<file path="config.mk">
export PLATFORM = sky130hd
export DESIGN_NAME = delta_pulse_gen
export DESIGN_NICKNAME = d
export VERILOG_FILES = /design/src/rtl/koto_cdt_pkg.sv /design/src/rtl/delta_pulse_lfsr.sv /design/src/rtl/delta_pulse_gen.sv
export SDC_FILE = /design/constraint.sdc
export NUM_CORES = 1
export LEC_CHECK = 0
export ABC_AREA = 1
export CAP_MARGIN = 20
export CORE_MARGIN = 5
export CORE_UTILIZATION = 49
export DETAILED_ROUTE_END_ITERATION = 8
export PLACE_DENSITY_LB_ADDON = 0.08
export SLEW_MARGIN = 40
export SYNTH_ARGS = -nofsm -noshare
export SYNTH_HDL_FRONTEND = slang
export SYNTH_SLANG_ARGS = --single-unit
</file>
<file path="constraint.sdc">
create_clock -name clk -period 2.5 [get_ports clk]
set_clock_uncertainty 0.15 [all_clocks]
set_input_delay 0.625 -clock clk [delete_from_list [all_inputs] [get_ports clk]]
set_output_delay 0.625 -clock clk [all_outputs]
set_load 0.01 [all_outputs]
</file>
<file path="src/rtl/koto_cdt_pkg.sv">
// Shared widths, LFSR constants and FSM encoding for the delta pulse generator.
// Macro DELTA_PULSE_GEN_LFSR_EN widens the gap counter to hold the random spacing extension.
package koto_cdt_pkg;
  localparam int ET_W             = 17;
  localparam int AMP_W            = ET_W - 1;
  localparam int VETO_W           = 32;
  localparam int PERIOD_W         = 9;
  localparam int NPULSE_W         = 16;
  localparam int DELTA_MIN_PERIOD = 2;

  localparam int                LFSR_W    = 16;
  localparam logic [LFSR_W-1:0] LFSR_SEED = 16'hACE1;
  // Fibonacci taps 16,14,13,11 written as a mask over bits 15,13,12,10.
  localparam logic [LFSR_W-1:0] LFSR_TAPS = 16'hB400;

`ifdef DELTA_PULSE_GEN_LFSR_EN
  localparam int GAP_W = 10;
`else
  localparam int GAP_W = 9;
`endif

  typedef enum logic [2:0] {
    IDLE,
    GUARD,
    PULSE,
    GAP,
    DONE
  } state_t;
endpackage

</file>
<file path="src/rtl/delta_pulse_lfsr.sv">
// 16-bit Fibonacci LFSR that steps once per emitted pulse; the low nibble
// stretches the pulse spacing when DELTA_PULSE_GEN_LFSR_EN is defined.
module delta_pulse_lfsr
  import koto_cdt_pkg::*;
(
  input  logic       clk,
  input  logic       rst,
  input  logic       adv,
  output logic [3:0] rnd
);
  logic [LFSR_W-1:0] lfsr_q;

  always_ff @(posedge clk) begin
    if (rst) begin
      lfsr_q <= LFSR_SEED;
    end else if (adv) begin
      lfsr_q <= {lfsr_q[LFSR_W-2:0], ^(lfsr_q & LFSR_TAPS)};
    end
  end

  assign rnd = lfsr_q[3:0];
endmodule

</file>
<file path="src/rtl/delta_pulse_gen.sv">
// Delta pulse generator: emits a train of single-cycle ET/veto pulses after a start request.
// Optional macro DELTA_PULSE_GEN_LFSR_EN adds a pseudo-random 0..15 cycle spacing extension.
module delta_pulse_gen
  import koto_cdt_pkg::*;
(
  input  logic                clk,
  input  logic                rst,
  input  logic                in_live,
  input  logic                user_ena,
  input  logic                gen_start,
  input  logic [AMP_W-1:0]    gen_et_amp,
  input  logic [VETO_W-1:0]   gen_veto_ptn,
  input  logic [PERIOD_W-1:0] gen_period,
  input  logic [NPULSE_W-1:0] gen_npulse,
  output logic [ET_W-1:0]     out_et,
  output logic [VETO_W-1:0]   out_veto,
  output logic                out_busy,
  output logic                out_done,
  output logic [NPULSE_W-1:0] npulse_sent
);
  state_t              state, state_nxt;
  logic [AMP_W-1:0]    amp_q;
  logic [VETO_W-1:0]   ptn_q;
  logic [PERIOD_W-1:0] period_q;
  logic [NPULSE_W-1:0] npulse_q;
  logic [GAP_W-1:0]    gap_cnt;
  logic [PERIOD_W-1:0] period_clamped;
  logic [GAP_W-1:0]    gap_load;
  logic                start_ok;
  logic                count_reached;

  assign start_ok       = (state == IDLE) && gen_start && in_live && user_ena;
  assign count_reached  = (npulse_q != '0) && (npulse_sent >= npulse_q);
  assign period_clamped = (period_q < PERIOD_W'(DELTA_MIN_PERIOD)) ?
                          PERIOD_W'(DELTA_MIN_PERIOD) : period_q;

  // gap_cnt is loaded with spacing-2 so GAP lasts spacing-1 cycles.
`ifdef DELTA_PULSE_GEN_LFSR_EN
  logic [3:0] lfsr_nib;

  delta_pulse_lfsr u_lfsr (
    .clk (clk),
    .rst (rst),
    .adv (state == PULSE),
    .rnd (lfsr_nib)
  );

  assign gap_load = GAP_W'(period_clamped) + GAP_W'(lfsr_nib) - GAP_W'(DELTA_MIN_PERIOD);
`else
  assign gap_load = GAP_W'(period_clamped) - GAP_W'(DELTA_MIN_PERIOD);
`endif

  // NOTE: every always_comb output gets a default first, so no path can infer a latch.
  always_comb begin
    state_nxt = state;
    case (state)
      IDLE:  if (start_ok) state_nxt = GUARD;
      GUARD: begin
        if (!in_live)       state_nxt = IDLE;
        else if (!user_ena) state_nxt = DONE;
        else                state_nxt = PULSE;
      end
      PULSE: state_nxt = in_live ? GAP : IDLE;
      GAP: begin
        if (!in_live)            state_nxt = IDLE;
        else if (count_reached)  state_nxt = DONE;
        else if (gap_cnt == '0)  state_nxt = user_ena ? PULSE : DONE;
      end
      DONE:    state_nxt = IDLE;
      default: state_nxt = IDLE;
    endcase
  end

  // Outputs are registered from the next state so they line up with the state they describe.
  // NOTE: sequential state uses non-blocking assignments so every register samples pre-edge values.
  always_ff @(posedge clk) begin
    if (rst) begin
      state       <= IDLE;
      amp_q       <= '0;
      ptn_q       <= '0;
      period_q    <= '0;
      npulse_q    <= '0;
      gap_cnt     <= '0;
      npulse_sent <= '0;
      out_et      <= '0;
      out_veto    <= '0;
      out_busy    <= 1'b0;
      out_done    <= 1'b0;
    end else begin
      state <= state_nxt;

      if (start_ok) begin
        amp_q       <= gen_et_amp;
        ptn_q       <= gen_veto_ptn;
        period_q    <= gen_period;
        npulse_q    <= gen_npulse;
        npulse_sent <= '0;
      end else if (state_nxt == PULSE && npulse_sent != '1) begin
        npulse_sent <= npulse_sent + NPULSE_W'(1);
      end

      if (state == PULSE) begin
        gap_cnt <= gap_load;
      end else if (state == GAP && gap_cnt != '0) begin
        gap_cnt <= gap_cnt - GAP_W'(1);
      end

      out_et   <= (state_nxt == PULSE) ? {1'b1, amp_q} : '0;
      out_veto <= (state_nxt == PULSE) ? ptn_q : '0;
      out_busy <= (state_nxt == GUARD) || (state_nxt == PULSE) || (state_nxt == GAP);
      out_done <= (state_nxt == DONE);
    end
  end
endmodule

</file>
==> results of run 1 <==
==> final cells by class <==
type,instances,area [um2],area share (%)
Antenna cell,1,2.50,0.0299
Clock buffer,22,454,5.43
Clock inverter,10,96.3,1.15
Inverter,120,450,5.39
Multi-Input combinational cell,457,2400,28.7
Sequential cell,152,3050,36.5
Tap cell,147,184,2.20
Timing Repair Buffer,169,1720,20.6
==> power by group <==
group          internal [uW]  switching, uW  total [uW]
clock                   1400            981        2380
sequential              2490           25.2        2520
combinational            230            251         481
==> metal layers <==
metal / wire [um] / track usage (%)
met1: 6860 / 27.0
met4: 274 / 8.57
met3: 878 / 5.27
met5: 0 / 0
met2: 7410 / 34.8
==> cell usage after synthesis, drive strengths merged <==
cell type / number
a211oi: 2
a21oi: 101
a31oi: 2
buf: 11
clkbuf: 25
clkinv: 1
dfxtp: 152
ha: 19
inv: 119
nand2: 74
nand3: 23
nand3b: 1
nand4: 23
nor2: 93
nor3: 11
nor4: 2
o211ai: 2
o21ai: 89
o221ai: 1
o22ai: 2
o311ai: 1
or2: 2
xnor2: 1
xor2: 8
==> critical path, cell delays in order (launching register included) <==
cell     delay, ns
dfxtp_2       0.36
ha_1          0.34
nand2_1       0.09
nand2_1       0.06
nand2_1       0.05
nand2_1       0.05
nand2_1       0.07
nand2_1       0.06
nand2_1       0.06
nand2_1       0.05
nand2_2       0.12
nand2_1       0.08
nand2_2       0.17
buf_4         0.19
nand4_1       0.14
nand2_1       0.09
nor2_1        0.04
==> path summary, 6_finish.rpt <==
check,to,slack (ns),cells after the start
setup / recovery,npulse_sent[2],0.21,16
setup reg to reg,npulse_sent[2],0.21,16
hold reg to reg,out_veto[27],0.28,2
hold / removal,out_veto[27],0.28,2
==> kinds of logic (layout without fill, tap and decap cells) <==
family                     count (synthesis)  in the layout  synth area share, %
and+or+nand+nor                          229            229                 17.0
other                                      0              1                    0
adders and majority gates                 19             19                 3.95
buffers and inverters                    156            321                 10.1
AOI/OAI and AO/OA                        200            200                 17.2
DFF                                      152            152                 50.5
xor gates and xnor gates                   9              9                 1.31
==> through the flow <==
stage          instances  utilization (%)  TNS [ns]  setup WS, ns
2_1_floorplan        765                -         0         0.366
3_5_place_dp        1044             64.6     -1.04       -0.0818
3_3_place_gp        1044             64.6    -0.675       -0.0518
4_1_cts             1076             69.1         0         0.113
6_report            1078             69.6         0         0.208
5_1_grt             1078             69.6         0       0.00826
==> state kept, by name, indices dropped and copies added (netlist names) <==
name         flops
out_veto        32
ptn_q           32
out_et          17
amp_q           16
npulse_q        16
npulse_sent     16
gap_cnt          9
period_q         9
state            3
out_busy         1
out_done         1
==> what timing repair did <==
action	in CTS	in global routing
gates resized for setup	0	8
setup buffers	0	0
setup endpoints to repair	0	48
==> summary.md, run 1 <==
| Metric | Value |
|---|---|
| Post-synth top area share | `50.5%` |
| Total number of vias | `5512` |
| Dpl hpwl | `10600 um` |
| Synth area leaders | `dfxtp_1 (51%), a21oi_1 (8.3%), o21ai_0 (7.2%)` |
| Critical path type | `register to register` |
| VDD IR max | `0.000425 V` |
| Clock transition at path regs | `0.06 ns` |
| Mapped Area | `6020 um2` |
| Drc violations | `0` |
| Die footprint | `14600 um2` |
| CTS hold repair buffers | `0` |
| Slew margin rel. | `65.8%` |
| Max-slew violations | `0` |
| Leakage | `0.00326 uW` |
| CTS sink cnt | `152` |
| Synth cell types | `34` |
| Fraction of the yosys area taken by sequential cells | `50.5%` |
| Vias in the first global route | `5388` |
| H-tree depth | `4` |
| Crit start category | `register` |
| Count of final setup violators | `0` |
| Share of layout cells above drive strength 1 | `8.82%` |
| Critical path peak fanout | `8` |
| Area delta synth->final | `38.8%` |
| Status | `complete, no violations` |
| Hold WS | `0.280 ns` |
| Dominant cell type by area after synthesis | `dfxtp_1` |
| Clock buffer depth | `2` |
| GPL Wtd Cong | `0.885` |
| # IOs | `145` |
| Clk_lat worst skew | `0.42 ns` |
| Starting DRT DRC Count | `446` |
| Synth Instances | `765` |
| Final-layout fill cell count | `961` |
| Clock tree root driver cell | `clkbuf_16` |
| Routed WL per cell | `14.3 um` |
| Syn_area_per_cell | `7.87 um2` |
| Remaining antenna violation count | `0` |
| Final hold vios | `0` |
| Routed vias/inst | `5.11` |
| Commonest non-fill, non-tap cell in the layout | `dfxtp_1` |
| Yosys reg bits | `152` |
| Nature of the critical path endpoint | `register` |
| Row Count | `40` |
| Post-layout minimum cycle time | `2.29 ns` |
| Initial antenna violation count | `1` |
| Die W | `121 um` |
| Die H | `121 um` |
| CTS tree | `built` |
| PwrDens | `643 nW/um2` |
| DR pass1 iterations | `5` |
| Peak Freq | `436 MHz` |
| GRT Resource Usage Total | `21.3%` |
| RSZ-0062 raised after global routing | `no` |
| Worst Path Required | `2.66 ns` |
| Most frequent cells in the layout | `dfxtp_1 (148), clkdlybuf4s50_1 (144), inv_1 (115), a21oi_1 (100), o21ai_0 (87)` |
| Fin area | `8360 um2` |
| Synth Net Count | `862` |
| Largest net degree at the start of global routing | `142` |
| Critical Path AT | `2.46 ns` |
| Buffers added on ports | `144` |
| Core Box Area | `12000 um2` |
| Reg-to-Reg Start | `npulse_sent[1]` |
| Hold Path Class | `register to register` |
| Area of placed instances | `7750 um2` |
| Total power draw | `5380 uW` |
| Total of max-cap violations | `0` |
| Total gr overflow | `0` |
| First-pass GRT wire length | `25100 um` |
| Fin nets | `1014` |
| Final WL | `15400 um` |
| Starting Density | `50.1%` |
| Synth warn | `0` |
| Hold_sp | `ptn_q[27]` |
| CTS buffer count | `17` |
| Period utilization | `91.7%` |
| Tightest Pin Transition | `0.513 ns` |
| Setup crit start | `npulse_sent[1]` |
No activity file was read; power rests on OpenSTA's default activity.
==> inputs of run 2 (changes only) <==
Settings changed: CORE_UTILIZATION 49 to 40, MAX_ROUTING_LAYER set to met4.
==> run 2 against run 1 <==
Worst hold slack got worse by 0.0045 ns; die area rose by 21%; count of clock-buffer cells in the layout fell by 3; total power rose by 4.5%; sequential power barely moved; fmax rose by 0.48%; setup slack improved by 0.011 ns; critical path depth fell by 3; cell area rose by 1.7%; clock power rose by 9.7%; flip-flop and latch count did not move; sequential share of layout area fell by 0.66 points; critical endpoint is now gap_cnt[6]; largest cell class unchanged; largest power group is now clock; highest routed layer unchanged.
==> summary.md, run 2 (synthesis results as in run 1) <==
| Metric | Value |
|---|---|
| Remaining antenna violation count | `0` |
| Largest net degree at the start of global routing | `61` |
| Nature of the critical path endpoint | `register` |
| Initial antenna violation count | `0` |
| Hold WS | `0.275 ns` |
| Crit path max-delay family | `simple AND/OR/NAND/NOR gates` |
| Area delta synth->final | `41.1%` |
| RSZ-0062 raised after global routing | `no` |
| Worst path bufs/invs | `3` |
| Clock share of power | `46.6%` |
| Total number of vias | `5530` |
| H-tree depth | `4` |
| Most used cell, CP | `nand2_1` |
| CTS hold repair buffers | `0` |
| Leakage | `0.00331 uW` |
| Peak Freq | `438 MHz` |
| Pint | `4310 uW` |
| GRT Resource Usage Total | `18.3%` |
| Pre-CTS setup slack | `-0.0581 ns` |
| Routed WL per cell | `13.9 um` |
| CTS tree | `built` |
| CP cell instances | `inv_1 > ha_1 > inv_1 > nor2_1 > nand2_1 > nor2_2 > nand2_1 > nand2_1 > nand2_1 > clkinvlp_4 > a31oi_1 > o21ai_0 > a21oi_1` |
| Most frequent cells in the layout | `dfxtp_1 (152), clkdlybuf4s50_1 (144), inv_1 (115), a21oi_1 (100), o21ai_0 (87)` |
| Routed vias/inst | `4.92` |
| Die W | `133 um` |
| Vias in the first global route | `5270` |
| Period utilization | `91.3%` |
| Worst path max stage delay | `0.33 ns` |
| Post-CTS Repair Setup Buffers | `0` |
| Die footprint | `17600 um2` |
| Slew margin rel. | `65.5%` |
| DR pass1 iterations | `5` |
| Critical path peak fanout | `9` |
| Post-layout minimum cycle time | `2.28 ns` |
| Count of final setup violators | `0` |
| Switching part of the total | `23.3%` |
| Commonest non-fill, non-tap cell in the layout | `dfxtp_1` |
| Core Box Area | `14600 um2` |
| Final setup TNS | `0 ns` |
| Die H | `133 um` |
| Largest registers | `out_veto: 32 flops, ptn_q: 32 flops, out_et: 17 flops` |
| Final WL | `15600 um` |
| Placed Instances | `1092` |
| Antenna cell count | `0` |
| Clock tree root driver cell | `clkbuf_16` |
| CTS sink cnt | `152` |
| GPL Wtd Cong | `0.843` |
| Worst Path Required | `2.71 ns` |
| Clk_lat worst skew | `0.42 ns` |
| Drc violations | `0` |
| Buffers added on ports | `144` |
| Fin cells | `1124` |
| Total of max-cap violations | `0` |
| Hold Path Class | `register to register` |
| Starting DRT DRC Count | `373` |
| VDD IR max | `0.000476 V` |
| CTS buffer count | `17` |
| Fin nets | `1024` |
| Clock transition at path regs | `0.06 ns` |
| Share of layout cells above drive strength 1 | `9.57%` |
| Net Sw Power | `1310 uW` |
| Critical Path AT | `2.49 ns` |
| Crit start category | `register` |
| Final hold vios | `0` |
| Final worst-path setup slack | `0.219 ns` |
| Slowest cell on the critical path | `dfxtp_1` |
| Clock buffer depth | `2` |
| Total gr overflow | `0` |
| Starting Density | `41.1%` |
| First-pass GRT wire length | `25500 um` |
| # IOs | `145` |
| Seq pwr share | `44.8%` |
| Final-layout fill cell count | `1311` |
| Status | `complete, no violations` |
| Final core utilization | `58.0%` |
| Tightest Pin Transition | `0.518 ns` |
| Combinational power share | `8.6%` |
| PwrDens | `661 nW/um2` |
| Max-slew violations | `0` |
| Row Count | `44` |
| Dpl hpwl | `11300 um` |
| Post-CTS sizing | `0` |
| Critical path type | `register to register` |
-- run 2: cell count changes in the layout (fill, tap and decap cells not counted), sizes merged --
| cell | before | now |
|---|---|---|
| diode | 1 | 0 |
| bufinv | 1 | 3 |
| clkinvlp | 4 | 6 |
| inv | 120 | 123 |
| clkbuf | 23 | 19 |
| clkinv | 5 | 1 |
| buf | 24 | 35 |
-- run 2: tightest hold or removal path: cells and delay by family (launching register included) --
kind	cells	cell delay [ns]
and+or+nand+nor	1	0.04
buffers and inverters	1	0.06
DFF	1	0.29
-- run 2: metal layers --
layer	track usage [%]	share of wire (%)
met5	-	0
met4	5.14	1.3
met1	22.8	47
met2	29.2	47
met3	5.28	4.8
-- run 2: worst paths after layout --
check / slack [ns] / cells after the start / end / start
min: 0.28 / 2 / out_veto[28] / ptn_q[28]
max: 0.22 / 13 / gap_cnt[6] / gap_cnt[0]
min reg2reg: 0.28 / 2 / out_veto[28] / ptn_q[28]
max reg2reg: 0.22 / 13 / gap_cnt[6] / gap_cnt[0]
-- run 2: cell type report --
cell class / instances / area [um2] / share of cell area, %
multi-input combinational: 457 / 2390 / 28.1
tap: 184 / 230 / 2.71
timing repair buffer: 179 / 1780 / 20.9
clock buffer: 19 / 433 / 5.09
clock inverter: 13 / 168 / 1.97
sequential: 152 / 3040 / 35.8
inverter: 120 / 454 / 5.35
-- run 2: power groups by stage --
stage | clock network (uW) | registers [uW] | logic [uW]
final | 2610 | 2520 | 485
after global routing | 2770 | 2520 | 546
after detailed placement | 0 | 2570 | 482
after floorplan | 0 | 2560 | 255
after CTS | 2660 | 2520 | 487
after global placement | 0 | 2570 | 473
-- run 2: stage by stage --
stage / total power, uW / cell area [um2]
2_1_floorplan: 2820 / 6020
3_3_place_gp: 3040 / 7880
3_5_place_dp: 3050 / 7880
4_1_cts: 5670 / 8480
5_1_grt: 5830 / 8500
6_report: 5620 / 8500
